--- config.mk ---
export PLATFORM = sky130hd
export DESIGN_NAME = led_counter_multirate
export DESIGN_NICKNAME = d
export VERILOG_FILES = /design/src/rtl/led_demo_pkg.sv /design/src/rtl/led_counter_multirate_button_debounce.sv /design/src/rtl/led_counter_multirate.sv
export SDC_FILE = /design/constraint.sdc
export NUM_CORES = 1
export LEC_CHECK = 0
export ABC_CLOCK_PERIOD_IN_PS = 2900
export BUFFER_PORTS_ARGS = -buffer_cell sky130_fd_sc_hd__buf_2
export CORE_ASPECT_RATIO = 1.2
export CORE_MARGIN = 5
export CORE_UTILIZATION = 45
export DETAILED_ROUTE_END_ITERATION = 6
export GPL_TIMING_DRIVEN = 0
export PLACE_DENSITY_LB_ADDON = 0.08
export SYNTH_ARGS = -nofsm -noshare
export SYNTH_HDL_FRONTEND = slang
export SYNTH_SLANG_ARGS = --single-unit
--- constraint.sdc ---
create_clock -name clk -period 2.9 [get_ports clk]
set_input_delay 0.29 -clock clk [delete_from_list [all_inputs] [get_ports clk]]
set_output_delay 0.29 -clock clk [all_outputs]
set_load 0.01 [all_outputs]
--- src/rtl/led_demo_pkg.sv ---
// Shared types, default timing constants and helpers for the LED demo blocks.
package led_demo_pkg;

    localparam int unsigned DEF_CLK_HZ    = 10_000_000;
    localparam int unsigned DEF_WIDTH     = 8;
    localparam int unsigned DEF_NUM_MODES = 4;

    // Button press classifier states.
    typedef enum logic [1:0] {
        IDLE      = 2'd0,
        PRESSED   = 2'd1,
        LONG_HELD = 2'd2
    } press_state_t;

    // Step period in cycles for a given rate mode: each mode halves the period.
    function automatic int unsigned period_for(input int unsigned base, input int unsigned mode);
        return base >> mode;
    endfunction

endpackage

--- src/rtl/led_counter_multirate_button_debounce.sv ---
// Two-flop synchroniser followed by a stability counter; the debounced level
// only follows the synchronised input after it has differed for DEBOUNCE_CYC cycles.
module button_debounce #(
    parameter int unsigned DEBOUNCE_CYC = 10_000
) (
    input  logic clk,
    input  logic rst,
    input  logic raw_in,
    output logic level_out
);

    localparam int unsigned CW = $clog2(DEBOUNCE_CYC + 1);

    logic          sync_0;
    logic          sync_1;
    logic [CW-1:0] stable_cnt;

    // Bring the asynchronous pin into the clock domain.
    always_ff @(posedge clk or posedge rst) begin
        if (rst) begin
            sync_0 <= 1'b0;
            sync_1 <= 1'b0;
        end else begin
            sync_0 <= raw_in;
            sync_1 <= sync_0;
        end
    end

    // Count cycles of disagreement; any agreement restarts the window.
    always_ff @(posedge clk or posedge rst) begin
        if (rst) begin
            stable_cnt <= '0;
            level_out  <= 1'b0;
        end else if (sync_1 == level_out) begin
            stable_cnt <= '0;
        end else if (stable_cnt == CW'(DEBOUNCE_CYC - 1)) begin
            stable_cnt <= '0;
            level_out  <= sync_1;
        end else begin
            stable_cnt <= stable_cnt + 1'b1;
        end
    end

endmodule

--- src/rtl/led_counter_multirate.sv ---
// Multi-rate LED counter: a short button press cycles the step rate, a long
// press toggles pause, and a level switch selects the count direction.
//
// state     | meaning
// IDLE      | button released, waiting for a debounced press
// PRESSED   | button held, hold counter running, not yet a long press
// LONG_HELD | long press already acted on, waiting for release
module led_counter_multirate
    import led_demo_pkg::*;
#(
    parameter int unsigned CLK_HZ          = DEF_CLK_HZ,
    parameter int unsigned WIDTH           = DEF_WIDTH,
    parameter int unsigned NUM_MODES       = DEF_NUM_MODES,
    parameter int unsigned BASE_PERIOD_CYC = CLK_HZ,
    parameter int unsigned DEBOUNCE_CYC    = CLK_HZ / 1000,
    parameter int unsigned LONG_CYC        = CLK_HZ / 2,
    localparam int unsigned RW             = (NUM_MODES > 1) ? $clog2(NUM_MODES) : 1
) (
    input  logic             clk,
    input  logic             rst,
    input  logic             push_button,
    input  logic             dir_up,
    output logic [WIDTH-1:0] led_out,
    output logic [RW-1:0]    rate_sel,
    output logic             paused
);

    localparam int unsigned PW     = $clog2(BASE_PERIOD_CYC + 1);
    localparam int unsigned HW     = $clog2(LONG_CYC + 1);
    localparam int unsigned SW     = $clog2(DEBOUNCE_CYC + 3);
    localparam int unsigned SETTLE = DEBOUNCE_CYC + 2;

    press_state_t  state;
    press_state_t  state_nxt;
    logic          btn_level;
    logic          dir_sync_0;
    logic          dir_sync_1;
    logic [HW-1:0] hold_cnt;
    logic          hold_at_long;
    logic          short_press;
    logic          long_press;
    logic [PW-1:0] presc;
    logic [PW-1:0] period_m1;
    logic          tick;
    logic [SW-1:0] settle_cnt;
    logic          armed;

    button_debounce #(
        .DEBOUNCE_CYC (DEBOUNCE_CYC)
    ) u_btn (
        .clk       (clk),
        .rst       (rst),
        .raw_in    (push_button),
        .level_out (btn_level)
    );

    // Direction switch only needs metastability protection, not debouncing.
    always_ff @(posedge clk or posedge rst) begin
        if (rst) begin
            dir_sync_0 <= 1'b0;
            dir_sync_1 <= 1'b0;
        end else begin
            dir_sync_0 <= dir_up;
            dir_sync_1 <= dir_sync_0;
        end
    end

    // A button held through reset must be released before presses count:
    // wait for the sync+debounce pipeline to settle, then arm only on a low level.
    always_ff @(posedge clk or posedge rst) begin
        if (rst) begin
            settle_cnt <= '0;
            armed      <= 1'b0;
        end else begin
            if (settle_cnt != SW'(SETTLE))
                settle_cnt <= settle_cnt + 1'b1;
            if (settle_cnt == SW'(SETTLE) && !btn_level)
                armed <= 1'b1;
        end
    end

    // Press FSM state register.
    always_ff @(posedge clk or posedge rst) begin
        if (rst) state <= IDLE;
        else     state <= state_nxt;
    end

    // Press FSM next-state logic; a release wins over a coincident long-press threshold.
    always_comb begin
        state_nxt = state;
        case (state)
            IDLE:      if (armed && btn_level) state_nxt = PRESSED;
            PRESSED:   if (!btn_level)         state_nxt = IDLE;
                       else if (hold_at_long)  state_nxt = LONG_HELD;
            LONG_HELD: if (!btn_level)         state_nxt = IDLE;
            default:                           state_nxt = IDLE;
        endcase
    end

    // Press FSM outputs: one-cycle strobes for short and long presses.
    always_comb begin
        short_press = 1'b0;
        long_press  = 1'b0;
        if (state == PRESSED) begin
            short_press = !btn_level;
            long_press  = btn_level && hold_at_long;
        end
    end

    // Hold counter: cleared while idle, advances while the press is undecided.
    always_ff @(posedge clk or posedge rst) begin
        if (rst)                   hold_cnt <= '0;
        else if (state == IDLE)    hold_cnt <= '0;
        else if (state == PRESSED) hold_cnt <= hold_cnt + 1'b1;
    end

    // The long press fires on the edge where the hold count would reach LONG_CYC.
    assign hold_at_long = (hold_cnt == HW'(LONG_CYC - 1));

    // Rate select and pause flag updated from the press strobes.
    always_ff @(posedge clk or posedge rst) begin
        if (rst) begin
            rate_sel <= '0;
            paused   <= 1'b0;
        end else begin
            if (short_press)
                rate_sel <= (rate_sel == RW'(NUM_MODES - 1)) ? '0 : rate_sel + 1'b1;
            if (long_press)
                paused <= ~paused;
        end
    end

    assign period_m1 = PW'(period_for(BASE_PERIOD_CYC, 32'(rate_sel)) - 1);
    assign tick      = !paused && (presc == period_m1);

    // Prescaler: restarts on a rate change, freezes its phase while paused.
    always_ff @(posedge clk or posedge rst) begin
        if (rst)              presc <= '0;
        else if (short_press) presc <= '0;
        else if (!paused)     presc <= tick ? '0 : presc + 1'b1;
    end

    // LED counter steps once per tick in the synchronised direction, wrapping naturally.
    always_ff @(posedge clk or posedge rst) begin
        if (rst)       led_out <= '0;
        else if (tick) led_out <= dir_sync_1 ? led_out + 1'b1 : led_out - 1'b1;
    end

endmodule

Word-level counts from Yosys, hierarchy flattened
Cells that the tools add are included.
{"block": "totals", "word_cells": 64, "input_bits": 4, "out_inout_bits": 11, "reg_bits": 94}
{"block": "op_classes", "muxes": 16, "add_sub_neg": 8, "bitwise_logic": 2, "reduce_logical": 10, "n_eq_ne": 13, "n_shift": 1}
{"cell": "$mux W24", "n": 3}
{"cell": "$mux W23", "n": 2}
{"cell": "$add A14 B1 Y14 const B", "n": 2}
{"cell": "$eq A14 B14 Y1 const B", "n": 2}
{"cell": "$mux W14", "n": 2}
{"cell": "$add A24 B1 Y24 const B", "n": 1}
{"cell": "$eq A24 B24 Y1", "n": 1}
{"cell": "$shr A24 B2 Y24 const A", "n": 1}
{"cell": "$sub A24 B1 Y24 const B", "n": 1}
{"cell": "$add A23 B1 Y23 const B", "n": 1}
{"cell": "$eq A23 B23 Y1 const B", "n": 1}
{"cell": "$ne A14 B14 Y1 const B", "n": 1}
{"cell": "$mux W2", "n": 5}
{"cell": "$add A8 B1 Y8 const B", "n": 1}
{"cell": "$mux W8", "n": 1}
{"cell": "$sub A8 B1 Y8 const B", "n": 1}
{"cell": "$pmux W2 S3", "n": 1}
{"cell": "$eq A2 B2 Y1 const B", "n": 2}
{"cell": "$logic_and A1 B1 Y1", "n": 4}
{"cell": "$ne A2 B2 Y1 const B", "n": 2}
{"cell": "$ne A3 B3 Y1 const B", "n": 1}
{"cell": "$reduce_and A3 Y1", "n": 1}
{"cell": "$add A2 B1 Y2 const B", "n": 1}
{"cell": "$eq A2 B1 Y1 const B", "n": 1}
{"cell": "other kinds (8)", "n": 11}

Depth between registers and ports, before layout
{"block": "logic_depth", "depth_word": 7, "depth_mapped": 8, "depth_no_buf": 7}

Cells and area by module
Synthesis repeated with hierarchy kept, for this count alone.
{"block": "hier_totals", "cells_unflattened": 502, "hier_area_um2": 5007.3}
{"mod": "led_counter_multirate", "seq_area_each_um2": 1926.8, "area_per_inst_um2": 4215.3, "cells_per_inst": 429, "n_inst": 1}
{"mod": "button_debounce", "seq_area_each_um2": 425.4, "area_per_inst_um2": 792.0, "cells_per_inst": 73, "n_inst": 1}

Least setup slack after synthesis
No wires, ideal clock.
{"block": "synth_path", "kind": "flip-flop to flip-flop", "startpoint": "register rate_sel[0]", "endpoint": "register led_out[1]", "period_less_slack_ps": 2142, "required_ps": 2775, "path_buffers": 0, "path_slack_ps": 758, "arrival_ps": 2018, "setup_ps": 125, "stages_incl_launch_ff": 8, "cell_sequence": "dfrtp_1 inv_1 ha_1 or3_1 nand2_1 nor4b_1 nand4_1 mux2_2"}
{"block": "synth_via", "elab_chain_len": 4}
{"element": "start: declaration", "line": "led_counter_multirate.sv:24", "source": "output logic [RW-1:0] rate_sel,"}
{"element": "start signal: assignment", "line": "led_counter_multirate.sv:127", "source": "rate_sel <= (rate_sel == RW'(NUM_MODES - 1)) ? '0 : rate_sel + 1'b1;"}
{"element": "$shr A24 B2 Y24", "line": "led_demo_pkg.sv:17", "source": "return base >> mode;"}
{"element": "$sub A24 B1 Y24", "line": "led_counter_multirate.sv:133", "source": "assign period_m1 = PW'(period_for(BASE_PERIOD_CYC, 32'(rate_sel)) - 1);"}
{"element": "$eq A24 B24 Y1", "line": "led_counter_multirate.sv:134", "source": "assign tick = !paused && (presc == period_m1);"}
{"element": "$logic_and A1 B1 Y1", "line": "led_counter_multirate.sv:134"}
{"element": "end signal: assignment", "line": "led_counter_multirate.sv:146", "source": "else if (tick) led_out <= dir_sync_1 ? led_out + 1'b1 : led_out - 1'b1;"}
{"element": "end: declaration", "line": "led_counter_multirate.sv:23", "source": "output logic [WIDTH-1:0] led_out,"}
No other way between the ends.
A chain may end at the register's enable or synchronous reset.

Final worst setup path
{"block": "layout_path", "startpoint": "register rate_sel[0]", "endpoint": "register presc[22]"}
{"block": "layout_via", "elab_chain_len": 7}
{"element": "$shr A24 B2 Y24", "line": "led_demo_pkg.sv:17"}
{"element": "$sub A24 B1 Y24", "line": "led_counter_multirate.sv:133"}
{"element": "$eq A24 B24 Y1", "line": "led_counter_multirate.sv:134"}
{"element": "$logic_and A1 B1 Y1", "line": "led_counter_multirate.sv:134"}
{"element": "$mux W24 (2 in a row)", "line": "led_counter_multirate.sv:140", "source": "else if (!paused) presc <= tick ? '0 : presc + 1'b1;"}
{"element": "$mux W24", "line": "led_counter_multirate.sv:139", "source": "else if (short_press) presc <= '0;"}
{"element": "end signal: assignment", "line": "led_counter_multirate.sv:140"}
{"element": "end: declaration", "line": "led_counter_multirate.sv:42", "source": "logic [PW-1:0] presc;"}
No other way between the ends. The select of a mux whose other input is x is not followed.

==> out/results.ini <==
[power]
max-vdd-ir-drop_v=0.000305
leakagePower_nw=2.44
power_density_mw_per_mm2=461
p_total_mw=2.52

[clock_tree]
clockBufferDepth=2
clk_pin_slew_ns=0.06
root_buffer=clkbuf_16
postCtsSetupBuffers=0
clk_latency_ns=0.34
cts_made_buffers=9
clock_sink_count=94
cts_tree=yes
htree_levels=3

[logic_synthesis]
synth_cell_types=49
synth_area_leaders=dfrtp_1 48%, xor2_1 7.3%, xnor2_1 5.4%, nor2_1 4.7%, ha_1 4.6%
synth_flop_cell=dfrtp_1
yosysSeqAreaShare_pct=47.9
ys_seq_elements=94
syn_nets=502
syn_inst=479
yosysTopAreaCellShare_pct=47.9
yosysTopAreaCell=dfrtp_1
ys_warn_count=0
syn_avg_cell_area_sq_um=10.2
synth-edff-count=0
async_flop_share_pct=100
syn_area_sq_mm=0.00491

[finish]
final_common_cell=dfrtp_1
post-route-util_pct=51.5
layout_common_cells=94 x dfrtp_1, 62 x nor2_1, 41 x xor2_1
n_antenna_cell=0
nets=529
final_layout_size_suffix_gt1_share_pct=9.78
area_growth_pct=11.4

[worst_setup_path]
slowest_delay_ns=0.48
crit_buf_inv=2
crit_type=reg2reg
slowest_stage=dfrtp_1
critical_path.top_delay_family=compound AO/OA/AOI/OAI gates
required_ns=3.12
crit_arrival_ns=2.84
worst_setup_path_end_kind=flip-flop
path_cells=inv_1, ha_1, o21ba_2, nor4_1, nand4b_1, o21ai_1, buf_2, nor2_1
critPathLaunchType=flip-flop
crit_fanout=10

[route]
wl_per_cell_um=14.5
first_iter_violations=122
drc_errors=0
drt_first_pass_iters=4
vias=3479
wirelength_um=9270
viasPerCell=5.44
drtAntennaViolNets=0

[floorplan]
initial_utilization_pct=46.2
rows=41
die_w_um=105
core_area_sq_mm=0.0106
die_area_sq_mm=0.0131
die_h_um=124
io_pins=15

[grt]
grt_pass1_vias=3391
grt_max_degree=65
grt_remaining_overflow=0
antenna_found_initial=0
grt_pass1_wl_um=16300
grt.total_usage_pct=15.0

[placed_design]
io_buffers=14
dp_hpwl_um=6550
gp_congestion=0.756

[sta]
setup_violations=0
fin_skew_ns=0.00383
finalHoldViolations=0
min_period_ns=2.62
timing.slew.headroom_pct=26.4
fin_crit_sh_pct=90.5
worstMarginPinSlew_ns=1.09
drv_slew=0
grt_setup_unrepaired=no
fmax_mhz=381

[outcome]
status=finished clean

[flow_run]
cap_violations=0

[worst_hold_path]
hp-class=in2reg

-- routing by layer --
layer  wire length [um]  part of all wire (%)  track usage (%)
met4                180                   1.9             6.95
met1               4490                    49             20.4
met3                134                   1.4             2.02
met2               4460                    48             23.6
met5                  0                     0                0
-- where the power goes --
group	total (mW)	leakage, nW	internal, mW	switching, mW
clock	1.14	0.139	0.632	0.507
combinational	0.0588	1.03	0.0175	0.0413
sequential	1.32	1.27	1.32	0.00386
-- cells by family after synthesis --
kind of cell	synth area share [%]
DFF	47.9
muxes	2.01
adders and majority gates	5.00
and+or+nand+nor	23.6
AOI/OAI and AO/OA	7.09
xor gates and xnor gates	12.7
buffers and inverters	1.66
-- metrics by stage --
stage	hold WS (ns)	setup WS (ns)	instances	setup TNS [ns]	area (sq um)
finish	0.0520	0.277	640	0	5460
global route	0.0449	0.0785	640	0	5460
CTS	0.0418	0.265	640	0	5460
detailed placement	0.327	0.290	623	0	5170
global placement	0.337	-1.05	622	-98.42	5140
floorplan	0.321	0.161	479	0	4910
-- synth_stat cells (all sizes together) (2+ instances only) --
cell and number:
a21o 3, xnor2 30, or3 8, clkbuf 7
nor3 12, xor2 41, buf 3, nor4b 4
a22o 2, and4 11, mux2i 2, or4b 3
and3 13, nor4 8, inv 9, nor2b 3
a2111oi 3, a21oi 13, dfrtp 94, nand2 33
nand4 15, and2 3, nor2 62, o211ai 3
ha 18, nand3 30, mux2 7, nor4bb 4
o21bai 3, o21ai 13, nand2b 3, nand4b 3
-- sequential cells by signal, summed over array words and instances, names as in the netlist --
name and cells:
presc 24, hold_cnt 23, settle_cnt 14, u_btn.stable_cnt 14
led_out 8, rate_sel 2, state 2, armed 1
dir_sync_0 1, dir_sync_1 1, paused 1, u_btn.level_out 1
u_btn.sync_0 1, u_btn.sync_1 1
-- path summary, 6_finish.rpt --
path | start | end | slack, ns | cells after the start
min in group asynchronous | rst | led_out[5]$_DFFE_PP0P_ | 0.51 | 3
setup / recovery | rate_sel[0]$_DFFE_PP0P_ | presc[22]$_DFFE_PP0P_ | 0.28 | 8
max in group asynchronous | rst | settle_cnt[1]$_DFFE_PP0P_ | 1.75 | 4
hold reg to reg | u_btn.sync_0$_DFF_PP0_ | u_btn.sync_1$_DFF_PP0_ | 0.35 | 0
setup reg to reg | rate_sel[0]$_DFFE_PP0P_ | presc[22]$_DFFE_PP0P_ | 0.28 | 8
hold / removal | dir_up | dir_sync_0$_DFF_PP0_ | 0.05 | 1
-- what timing repair did --
action                                 4_1_cts  5_1_grt
resized for setup                            0        0
hold buffers                                 1        0
endpoints found under the hold margin       30        0
-- final cells by class --
class,count,area [sq um]
plain buffers,10,47.5
repair buffers,16,108
multi-input cells,366,2470
well taps,129,161
clock inverters,4,30.0
flip-flops and latches,94,2350
fillers,961,5150
inverters,9,36.3
clock buffers,12,256
No activity file was read; power rests on OpenSTA's default activity.
